==> config.mk <==
export PLATFORM = sky130hd
export DESIGN_NAME = uart_rx_fifo_gen
export DESIGN_NICKNAME = d
export VERILOG_FILES = /design/src/rtl/uart_pkg.sv /design/src/rtl/uart_rx_fifo.sv /design/src/rtl/uart_rx_fifo_gen.sv
export SDC_FILE = /design/constraint.sdc
export NUM_CORES = 1
export LEC_CHECK = 0
export CAP_MARGIN = 20
export CORE_MARGIN = 2
export CORE_UTILIZATION = 54
export DETAILED_ROUTE_END_ITERATION = 8
export PLACE_DENSITY = 0.71
export SYNTH_ARGS = -nofsm -noshare
export SYNTH_HDL_FRONTEND = slang
export SYNTH_SLANG_ARGS = --single-unit
==> constraint.sdc <==
create_clock -name i_Clock -period 3.1 [get_ports i_Clock]
set_input_delay 0.93 -clock i_Clock [delete_from_list [all_inputs] [get_ports i_Clock]]
set_output_delay 0.93 -clock i_Clock [all_outputs]
set_load 0.02 [all_outputs]
==> src/rtl/uart_pkg.sv <==
// uart_pkg
//   Shared definitions for the parametrised UART receiver:
//   - rx_state_t : receiver FSM state encoding
//   - PAR_*      : parity-mode selector values for the PARITY parameter
//   - cnt_width  : minimum register width able to hold 0..n-1 (at least 1)
package uart_pkg;

   typedef enum logic [2:0] {
      S_IDLE,
      S_START,
      S_DATA,
      S_PARITY,
      S_STOP,
      S_WAIT_HIGH
   } rx_state_t;

   localparam int PAR_NONE = 0;
   localparam int PAR_ODD  = 1;
   localparam int PAR_EVEN = 2;

   function automatic int cnt_width(input int n);
      return (n > 1) ? $clog2(n) : 1;
   endfunction

endpackage

==> src/rtl/uart_rx_fifo.sv <==
// uart_rx_fifo
//   Show-ahead FIFO for received characters. The head entry is presented
//   combinationally from the storage array, so a push into an empty FIFO is
//   visible the following cycle. The head reads as zero while empty.
// Ports:
//   i_Clock    system clock
//   i_Rst_n    asynchronous active-low clear (pointers and count)
//   push       write push_data (dropped when full unless pop also occurs)
//   push_data  entry to write
//   pop        remove head entry (ignored when empty)
//   head       current head entry
//   full       occupancy == DEPTH
//   empty      occupancy == 0
//   count      current occupancy
module uart_rx_fifo
   import uart_pkg::*;
#(
   parameter int WIDTH = 10,
   parameter int DEPTH = 4
) (
   input  logic                     i_Clock,
   input  logic                     i_Rst_n,
   input  logic                     push,
   input  logic [WIDTH-1:0]         push_data,
   input  logic                     pop,
   output logic [WIDTH-1:0]         head,
   output logic                     full,
   output logic                     empty,
   output logic [$clog2(DEPTH):0]   count
);

   localparam int PW   = cnt_width(DEPTH);
   localparam int CNTW = $clog2(DEPTH) + 1;

   logic [WIDTH-1:0] mem [DEPTH];
   logic [PW-1:0]    wr_ptr_reg, rd_ptr_reg;
   logic [CNTW-1:0]  count_reg;
   logic             do_push, do_pop;

   assign empty   = (count_reg == '0);
   assign full    = (count_reg == CNTW'(DEPTH));
   assign do_pop  = pop && !empty;
   // A full FIFO still accepts a push when the head leaves in the same cycle.
   assign do_push = push && (!full || do_pop);

   always_ff @(posedge i_Clock) begin
      if (do_push)
         mem[wr_ptr_reg] <= push_data;
   end

   // DEPTH is a power of two, so the pointers wrap naturally.
   always_ff @(posedge i_Clock or negedge i_Rst_n) begin
      if (!i_Rst_n) begin
         wr_ptr_reg <= '0;
         rd_ptr_reg <= '0;
         count_reg  <= '0;
      end else begin
         if (do_push)
            wr_ptr_reg <= wr_ptr_reg + PW'(1);
         if (do_pop)
            rd_ptr_reg <= rd_ptr_reg + PW'(1);
         case ({do_push, do_pop})
            2'b10:   count_reg <= count_reg + CNTW'(1);
            2'b01:   count_reg <= count_reg - CNTW'(1);
            default: count_reg <= count_reg;
         endcase
      end
   end

   assign head  = empty ? '0 : mem[rd_ptr_reg];
   assign count = count_reg;

endmodule

==> src/rtl/uart_rx_fifo_gen.sv <==
// uart_rx_fifo_gen
//   Parametrised UART receiver (DATA_BITS data, optional odd/even parity,
//   1 or 2 stop bits) with a show-ahead character FIFO drained by a
//   valid/ready handshake. The receiver never stalls on the consumer.
// Ports:
//   i_Clock       system clock
//   i_Rst_n       asynchronous active-low reset
//   i_Rx_Serial   serial line, idle high (asynchronous)
//   i_Rx_Ready    consumer accepts head entry when high with o_Rx_DV
//   o_Rx_DV       FIFO non-empty
//   o_Rx_Byte     head entry data
//   o_Frame_Err   head entry had a low stop sample
//   o_Parity_Err  head entry failed parity
//   o_Overrun     one-cycle pulse: completed character dropped, FIFO full
//   o_Fifo_Count  current FIFO occupancy
module uart_rx_fifo_gen
   import uart_pkg::*;
#(
   parameter int CLKS_PER_BIT = 217,
   parameter int DATA_BITS    = 8,
   parameter int PARITY       = 0,
   parameter int STOP_BITS    = 1,
   parameter int FIFO_DEPTH   = 4
) (
   input  logic                          i_Clock,
   input  logic                          i_Rst_n,
   input  logic                          i_Rx_Serial,
   input  logic                          i_Rx_Ready,
   output logic                          o_Rx_DV,
   output logic [DATA_BITS-1:0]          o_Rx_Byte,
   output logic                          o_Frame_Err,
   output logic                          o_Parity_Err,
   output logic                          o_Overrun,
   output logic [$clog2(FIFO_DEPTH):0]   o_Fifo_Count
);

   localparam int CW = cnt_width(CLKS_PER_BIT);
   localparam int IW = cnt_width(DATA_BITS);
   localparam int FW = DATA_BITS + 2;
   localparam logic [CW-1:0] HALF     = CW'((CLKS_PER_BIT - 1) / 2);
   localparam logic [CW-1:0] LAST     = CW'(CLKS_PER_BIT - 1);
   localparam logic [IW-1:0] LAST_IDX = IW'(DATA_BITS - 1);

   logic rx_meta_reg, rx_sync;

   rx_state_t              state_reg, state_next;
   logic [CW-1:0]          cnt_reg, cnt_next;
   logic [IW-1:0]          idx_reg, idx_next;
   logic [DATA_BITS-1:0]   data_reg, data_next;
   logic                   perr_reg, perr_next;
   logic                   ferr_reg, ferr_next;
   logic                   stop2_reg, stop2_next;   // first of two stop bits taken
   logic                   bit_done, frame_now;

   logic                   fifo_push, fifo_pop, fifo_full, fifo_empty;
   logic [FW-1:0]          fifo_push_data, fifo_head;
   logic                   overrun_reg;

   // Two-flop synchroniser; resets to the idle (high) line level.
   always_ff @(posedge i_Clock or negedge i_Rst_n) begin
      if (!i_Rst_n) begin
         rx_meta_reg <= 1'b1;
         rx_sync     <= 1'b1;
      end else begin
         rx_meta_reg <= i_Rx_Serial;
         rx_sync     <= rx_meta_reg;
      end
   end

   always_ff @(posedge i_Clock or negedge i_Rst_n) begin
      if (!i_Rst_n) begin
         state_reg <= S_IDLE;
         cnt_reg   <= '0;
         idx_reg   <= '0;
         data_reg  <= '0;
         perr_reg  <= 1'b0;
         ferr_reg  <= 1'b0;
         stop2_reg <= 1'b0;
      end else begin
         state_reg <= state_next;
         cnt_reg   <= cnt_next;
         idx_reg   <= idx_next;
         data_reg  <= data_next;
         perr_reg  <= perr_next;
         ferr_reg  <= ferr_next;
         stop2_reg <= stop2_next;
      end
   end

   assign bit_done  = (cnt_reg == LAST);
   // Frame status including the stop sample being taken this cycle.
   assign frame_now = ferr_reg | ~rx_sync;

   always_comb begin
      state_next = state_reg;
      cnt_next   = cnt_reg;
      idx_next   = idx_reg;
      data_next  = data_reg;
      perr_next  = perr_reg;
      ferr_next  = ferr_reg;
      stop2_next = stop2_reg;
      fifo_push  = 1'b0;
      case (state_reg)
         S_IDLE: begin
            cnt_next   = '0;
            idx_next   = '0;
            perr_next  = 1'b0;
            ferr_next  = 1'b0;
            stop2_next = 1'b0;
            if (!rx_sync)
               state_next = S_START;
         end
         S_START: begin
            // Re-check the line mid-way through the start bit.
            if (cnt_reg == HALF) begin
               if (!rx_sync) begin
                  cnt_next   = '0;
                  state_next = S_DATA;
               end else begin
                  state_next = S_IDLE;
               end
            end else begin
               cnt_next = cnt_reg + CW'(1);
            end
         end
         S_DATA: begin
            if (!bit_done) begin
               cnt_next = cnt_reg + CW'(1);
            end else begin
               cnt_next           = '0;
               data_next[idx_reg] = rx_sync;
               if (idx_reg == LAST_IDX) begin
                  idx_next   = '0;
                  state_next = (PARITY != PAR_NONE) ? S_PARITY : S_STOP;
               end else begin
                  idx_next = idx_reg + IW'(1);
               end
            end
         end
         S_PARITY: begin
            if (!bit_done) begin
               cnt_next = cnt_reg + CW'(1);
            end else begin
               cnt_next   = '0;
               perr_next  = (PARITY == PAR_ODD) ? ~(^{data_reg, rx_sync})
                                                :  (^{data_reg, rx_sync});
               state_next = S_STOP;
            end
         end
         S_STOP: begin
            if (!bit_done) begin
               cnt_next = cnt_reg + CW'(1);
            end else begin
               cnt_next = '0;
               if ((STOP_BITS == 2) && !stop2_reg) begin
                  stop2_next = 1'b1;
                  ferr_next  = frame_now;
               end else begin
                  fifo_push  = 1'b1;
                  ferr_next  = frame_now;
                  state_next = frame_now ? S_WAIT_HIGH : S_IDLE;
               end
            end
         end
         S_WAIT_HIGH: begin
            // Hold off while a break keeps the line low.
            if (rx_sync)
               state_next = S_IDLE;
         end
         default: state_next = S_IDLE;
      endcase
   end

   assign fifo_push_data = {perr_reg, frame_now, data_reg};
   assign fifo_pop       = i_Rx_Ready && !fifo_empty;

   uart_rx_fifo #(
      .WIDTH (FW),
      .DEPTH (FIFO_DEPTH)
   ) u_fifo (
      .i_Clock   (i_Clock),
      .i_Rst_n   (i_Rst_n),
      .push      (fifo_push),
      .push_data (fifo_push_data),
      .pop       (fifo_pop),
      .head      (fifo_head),
      .full      (fifo_full),
      .empty     (fifo_empty),
      .count     (o_Fifo_Count)
   );

   always_ff @(posedge i_Clock or negedge i_Rst_n) begin
      if (!i_Rst_n)
         overrun_reg <= 1'b0;
      else
         overrun_reg <= fifo_push && fifo_full && !fifo_pop;
   end

   assign o_Rx_DV      = !fifo_empty;
   assign o_Rx_Byte    = fifo_head[DATA_BITS-1:0];
   assign o_Frame_Err  = fifo_head[DATA_BITS];
   assign o_Parity_Err = fifo_head[DATA_BITS+1];
   assign o_Overrun    = overrun_reg;

endmodule

# Yosys cells after proc, flatten, opt, wreduce, memory -nomap -nowiden
# Memory sizes are Yosys's and may differ from the RTL's.
# Cells that the tools add are included.
[totals]
reg_bits = 34
ramBits = 40
mem_count = 1
in_bits = 4
wordCells = 97
[op_classes]
n_mux = 30
n_reduce_logical = 25
bitwise = 2
n_eq_ne = 19
n_addsub = 6
order_cmp = 2
[memory_table]
columns = ["memory", "depth", "word_bits", "read_ports", "rd_clocked_by_memory_dff", "wr", "line_no", "text"]
rows = [
  ["u_fifo.mem", 4, 10, 1, 0, 1, "uart_rx_fifo.sv:35", "logic [WIDTH-1:0] mem [DEPTH];"],
]
[ops]
columns = ["operator", "count"]
rows = [
  ["3-bit two-way mux", 10],
  ["8-bit two-way mux", 3],
  ["8-bit one-hot mux with 3 select lines", 1],
  ["3-bit one-hot mux with 6 select lines", 1],
  ["2-bit inequality test, second input constant", 7],
  ["3-bit equality test, second input constant", 4],
  ["3-bit one-hot mux with 2 select lines", 2],
  ["10-bit two-way mux", 1],
  ["2-bit AND reduction", 5],
  ["9-bit parity", 1],
  ["8-bit by 1-bit adder with 8-bit output, second input constant", 1],
  ["8-bit bitwise mux", 1],
  ["8-bit by 7-bit equality test with 1-bit output, second input constant", 1],
  ["8-bit equality test, second input constant", 1],
  ["2-bit nonzero test", 4],
  ["1-bit two-way mux", 7],
  ["7-bit AND reduction", 1],
  ["3-bit by 1-bit adder with 3-bit output, second input constant", 2],
  ["3-bit by 2-bit equality test with 1-bit output, second input constant", 2],
  ["1-bit logical AND", 6],
  ["3-bit logical NOT", 2],
  ["2-bit by 1-bit adder with 2-bit output, second input constant", 2],
  ["3-bit by 4-bit < comparator with 1-bit output, second input constant", 1],
  ["1-bit one-hot mux with 2 select lines", 2],
  ["other kinds (14)", 16],
]

# Depth between registers and ports, before layout
[logic_depth]
depth_word = 8
depth_mapped = 10
mapped_depth_nobuf = 9

# By module
# A second synthesis with hierarchy kept.
[hier_totals]
cells_unflattened = 262
area_unflattened_um2 = 3606.0
[modules_own_cells]
columns = ["mod", "n_inst", "area_each_um2", "cells_each"]
rows = [
  ["uart_rx_fifo", 1, 1943.1, 102],
  ["uart_rx_fifo_gen", 1, 1662.8, 160],
]

# Worst setup path after synthesis
# No wires, ideal clock.
[synth_path]
path_type = "register -> output"
from = "register u_fifo.count_reg[2], in the netlist u_fifo.count[2]"
to = "output port o_Frame_Err"
t_arrival_ps = 1537
slack_ps = 633
n_path_buf = 2
stages_incl_launch_ff = 6
cell_sequence = "dfrtp_1 -> clkbuf_1 -> nor2_1 -> nand2_1 -> clkbuf_1 -> and2_1"
[synth_between]
elab_chain_cells = 2
[synth_lines]
columns = ["item", "line_no", "text"]
rows = [
  ["from (decl)", "uart_rx_fifo.sv:37", "logic [CNTW-1:0] count_reg;"],
  ["from (signal assigned)", "uart_rx_fifo.sv:63", "2'b10: count_reg <= count_reg + CNTW'(1);"],
  ["from (signal assigned)", "uart_rx_fifo.sv:64", "2'b01: count_reg <= count_reg - CNTW'(1);"],
  ["from (signal assigned)", "uart_rx_fifo.sv:65", "default: count_reg <= count_reg;"],
  ["3-bit logical NOT", "uart_rx_fifo.sv:40", "assign empty = (count_reg == '0);"],
  ["10-bit two-way mux", "uart_rx_fifo.sv:70", "assign head = empty ? '0 : mem[rd_ptr_reg];"],
  ["to (decl)", "uart_rx_fifo_gen.sv:31", "output logic o_Frame_Err,"],
]
# Every way passes these cells.

# Worst setup path in the final report
[layout_path]
from = "register u_fifo.rd_ptr_reg[0]"
to = "output port o_Rx_Byte[5]"
[layout_between]
elab_chain_cells = 2
[layout_lines]
columns = ["item", "line_no", "text"]
rows = [
  ["from (decl)", "uart_rx_fifo.sv:36", "logic [PW-1:0] wr_ptr_reg, rd_ptr_reg;"],
  ["from (signal assigned)", "uart_rx_fifo.sv:61", "rd_ptr_reg <= rd_ptr_reg + PW'(1);"],
  ["memory 4 x 10 bit", "--", ""],
  ["10-bit two-way mux", "uart_rx_fifo.sv:70", ""],
  ["to (decl)", "uart_rx_fifo_gen.sv:30", "output logic [DATA_BITS-1:0] o_Rx_Byte,"],
]
# Every way passes these cells.

==> impl_results.md <==
- Status: finished, final reports clean
- Hold worst-path end: rx_sync
- Routed WL: 6.59 mm
- Setup TNS: 0 ns
- Drt wl/cell: 17.4 µm
- 1st-pass router iterations: 4
- Main synth FF type: edfxtp_1
- Synth cell types: 53
- Sequential share of power: 47.1%
- Clock-pin slew on the worst setup and hold paths: 0.08 ns
- Most frequent cells in the layout: 40 x edfxtp_1, 32 x dfrtp_1, 21 x nor2_1
- Final core occ: 64.1%
- Reg2Reg Setup Slack: 0.55 ns
- Clk_lat worst skew: 0.35 ns
- Tot GR Track Use: 20.3%
- Die area: 7300 µm²
- Commonest non-fill, non-tap cell in the layout: edfxtp_1
- Crit. Startpoint: u_fifo.rd_ptr_reg[0]
- Worst Path Max Fanout: 10
- Pin count of the biggest net entering global routing: 35
- Post-synth EDFFs: 40
- Number of antenna diodes: 0
- Compound-Gate Fraction of Synth Area: 9.95%
- WP data arrival: 2.10 ns
- Die Wd: 85.5 µm
- H-tree levels: 3
- Cell area after layout: 4090 µm²
- Port bufs: 18
- Num CTS Buffers: 9
- Clock power frac: 34.0%
- Multiplexer share of the synthesized area: 9.39%
- Routability Congestion: 0.768
- Pwr/cell area: 584 nW/µm²
- Clock sink count: 74
- Peak supply drop: 0.573 mV
- Startpoint types: flop
- Starting Density: 56.1%
- Switching Power: 0.647 mW
- Num ports: 19
- Comb pwr share: 18.9%
- Fraction of registers with async set/reset: 45.9%
- Mapped Area: 3580 µm²
- Vias per cell: 5.89
- Max reg flops: 40
- Fin cells: 379
- Hold WS: 0.358 ns
- Share of post-route cells with drive strength above 1: 17.9%
- Area after DPL: 3840 µm²
- Root Buffer: clkbuf_8
- Syn nets: 289
- Largest family of logic cells by synthesized area: simple AND/OR/NAND/NOR gates
- Final nets: 310
- Max cap viols: 0
- Int Power: 1.74 mW
- Residual DRC: 0
- WS Path Type: flop to output port
- CP Capture Type: output port
- Sequential area share after synthesis: 57.3%
- Net Sw Frac: 27.1%
- Worst Min Path Start: rx_meta_reg
- Rel. slew slack: 47.9%
- Hold path cells: 0
- Final Max Tran Viols: 0
- Worst Path Required: 2.17 ns
- Post-layout worst setup margin: 0.0652 ns
- Seq cells post-synth: 74
- Syn-to-layout area delta: 14.2%
- DP Cell Count: 362
- Area share of xor/xnor cells in the synthesized design: 3.67%
- First-pass GRT wire length: 11.3 mm
- Post-Synth Adder-Cell Area: 3.35%
- Core Rows: 29
- Final hold violations: 0
- Detailed Place HPWL: 4.40 mm
- Post-Route Skew: 0.0138 ns
- P_leak: 1.78 nW
- Total number of vias: 2,231
- Total power: 2.39 mW
- Tmin final: 3.03 ns
- Syn Area/Cell: 13.0 µm²
- 1st-iter DRT viols: 172
- Vias in the first global route: 2,206
- Initial antenna violation count: 0
- DRT antenna net count: 0
- Die height: 85.5 µm
- R2R depth: 7
- Total congestion overflow: 0
- RSZ-0062 raised after global routing: false
- Place WS: 0.247 ns
- Final Setup Violations: 0
- Maximum buffer depth of the clock tree: 2
- CTS Hold Buffers Added: 0
- Slew @ Worst Pin: 0.781 ns
- Final period util: 97.9%
- Cells after Synth: 276
- CTS tree: done
- Core Region: 6390 µm²
- Reg-to-reg endpoint: u_fifo.count[1]
- HP Class: flop to flop
- YS warnings: 0
- Reg2reg start: state_reg[2]
- FMAX: 330 MHz
- Simple-gate share of the synthesized area: 13.7%
[power by group through the flow]
| stage | sequential (mW) | clock, mW | combinational (mW) |
|---|---|---|---|
| after floorplan | 1.14 | 0 | 0.277 |
| after global placement | 1.15 | 0 | 0.426 |
| after detailed placement | 1.15 | 0 | 0.433 |
| after CTS | 1.12 | 0.829 | 0.450 |
| after global routing | 1.13 | 0.874 | 0.488 |
| final | 1.13 | 0.813 | 0.452 |
[worst max path at each step]
stage / to / slack (ns) / depth (start not counted)
floorplan: o_Frame_Err / 0.63 / 5
global placement: u_fifo.mem[3][3] / 0.29 / 4
detailed placement: u_fifo.mem[3][3] / 0.25 / 4
CTS: o_Rx_Byte[2] / 0.03 / 4
global route: o_Rx_Byte[5] / 0.003 / 4
finish: o_Rx_Byte[5] / 0.07 / 4
[logic make-up after synthesis]
family          after synthesis
flops                        74
buf+inv                      23
xor+xnor                     15
simple gates                 90
compound gates               45
mux                          20
fa+ha+maj                     9
[what timing repair did]
action                                  in CTS  in global routing
buffers inserted                             1                  0
endpoints found under the setup margin       5                 10
gates resized for setup                      0                  9
[synthesized netlist by cell type, types with 2 or more instances]
library cell,number,area [µm²]
o211ai_1,2,15.0
dfrtp_1,32,801
mux2_1,3,33.8
nand2_1,19,71.3
xnor2_1,14,123
nor4_1,2,12.5
and4_1,2,17.5
ha_1,8,100
a2bb2oi_1,3,26.3
mux4_2,10,225
nor3b_2,2,25.0
inv_1,9,33.8
a21oi_1,14,70.1
nor3b_1,2,15.0
a21o_1,2,15.0
clkbuf_1,10,37.5
edfxtp_1,40,1200
nand2b_1,2,12.5
and2_1,15,93.8
nand3_1,11,55.1
nor3_1,5,25.0
o21ai_0,5,25.0
buf_2,3,15.0
mux2_2,6,67.6
a22o_1,5,43.8
nor2_1,21,78.8
o22ai_1,2,12.5
dfstp_2,2,52.6
[cell type report]
type	instances	area, µm²
tap	77	96.3
fill	471	2290
timing repair buffer	24	253
clock inverter	7	93.8
multi-input combinational	179	1440
sequential	74	2050
inverter	9	33.8
clock buffer	9	124
[routing by layer]
| layer | part of all wire [%] | track usage [%] |
|---|---|---|
| met3 | 3.1 | 3.79 |
| met2 | 49 | 29.7 |
| met4 | 1.9 | 9.81 |
| met1 | 46 | 29.5 |
| met5 | 0 | 0 |
[worst max-delay path, stage by stage, from the launching register on]
cell and delay (ns):
dfrtp_1 0.41, buf_12 0.16, mux4_2 0.49, and2_1 0.16, clkdlybuf4s50_1 0.53
No activity file was read; power rests on OpenSTA's default activity.
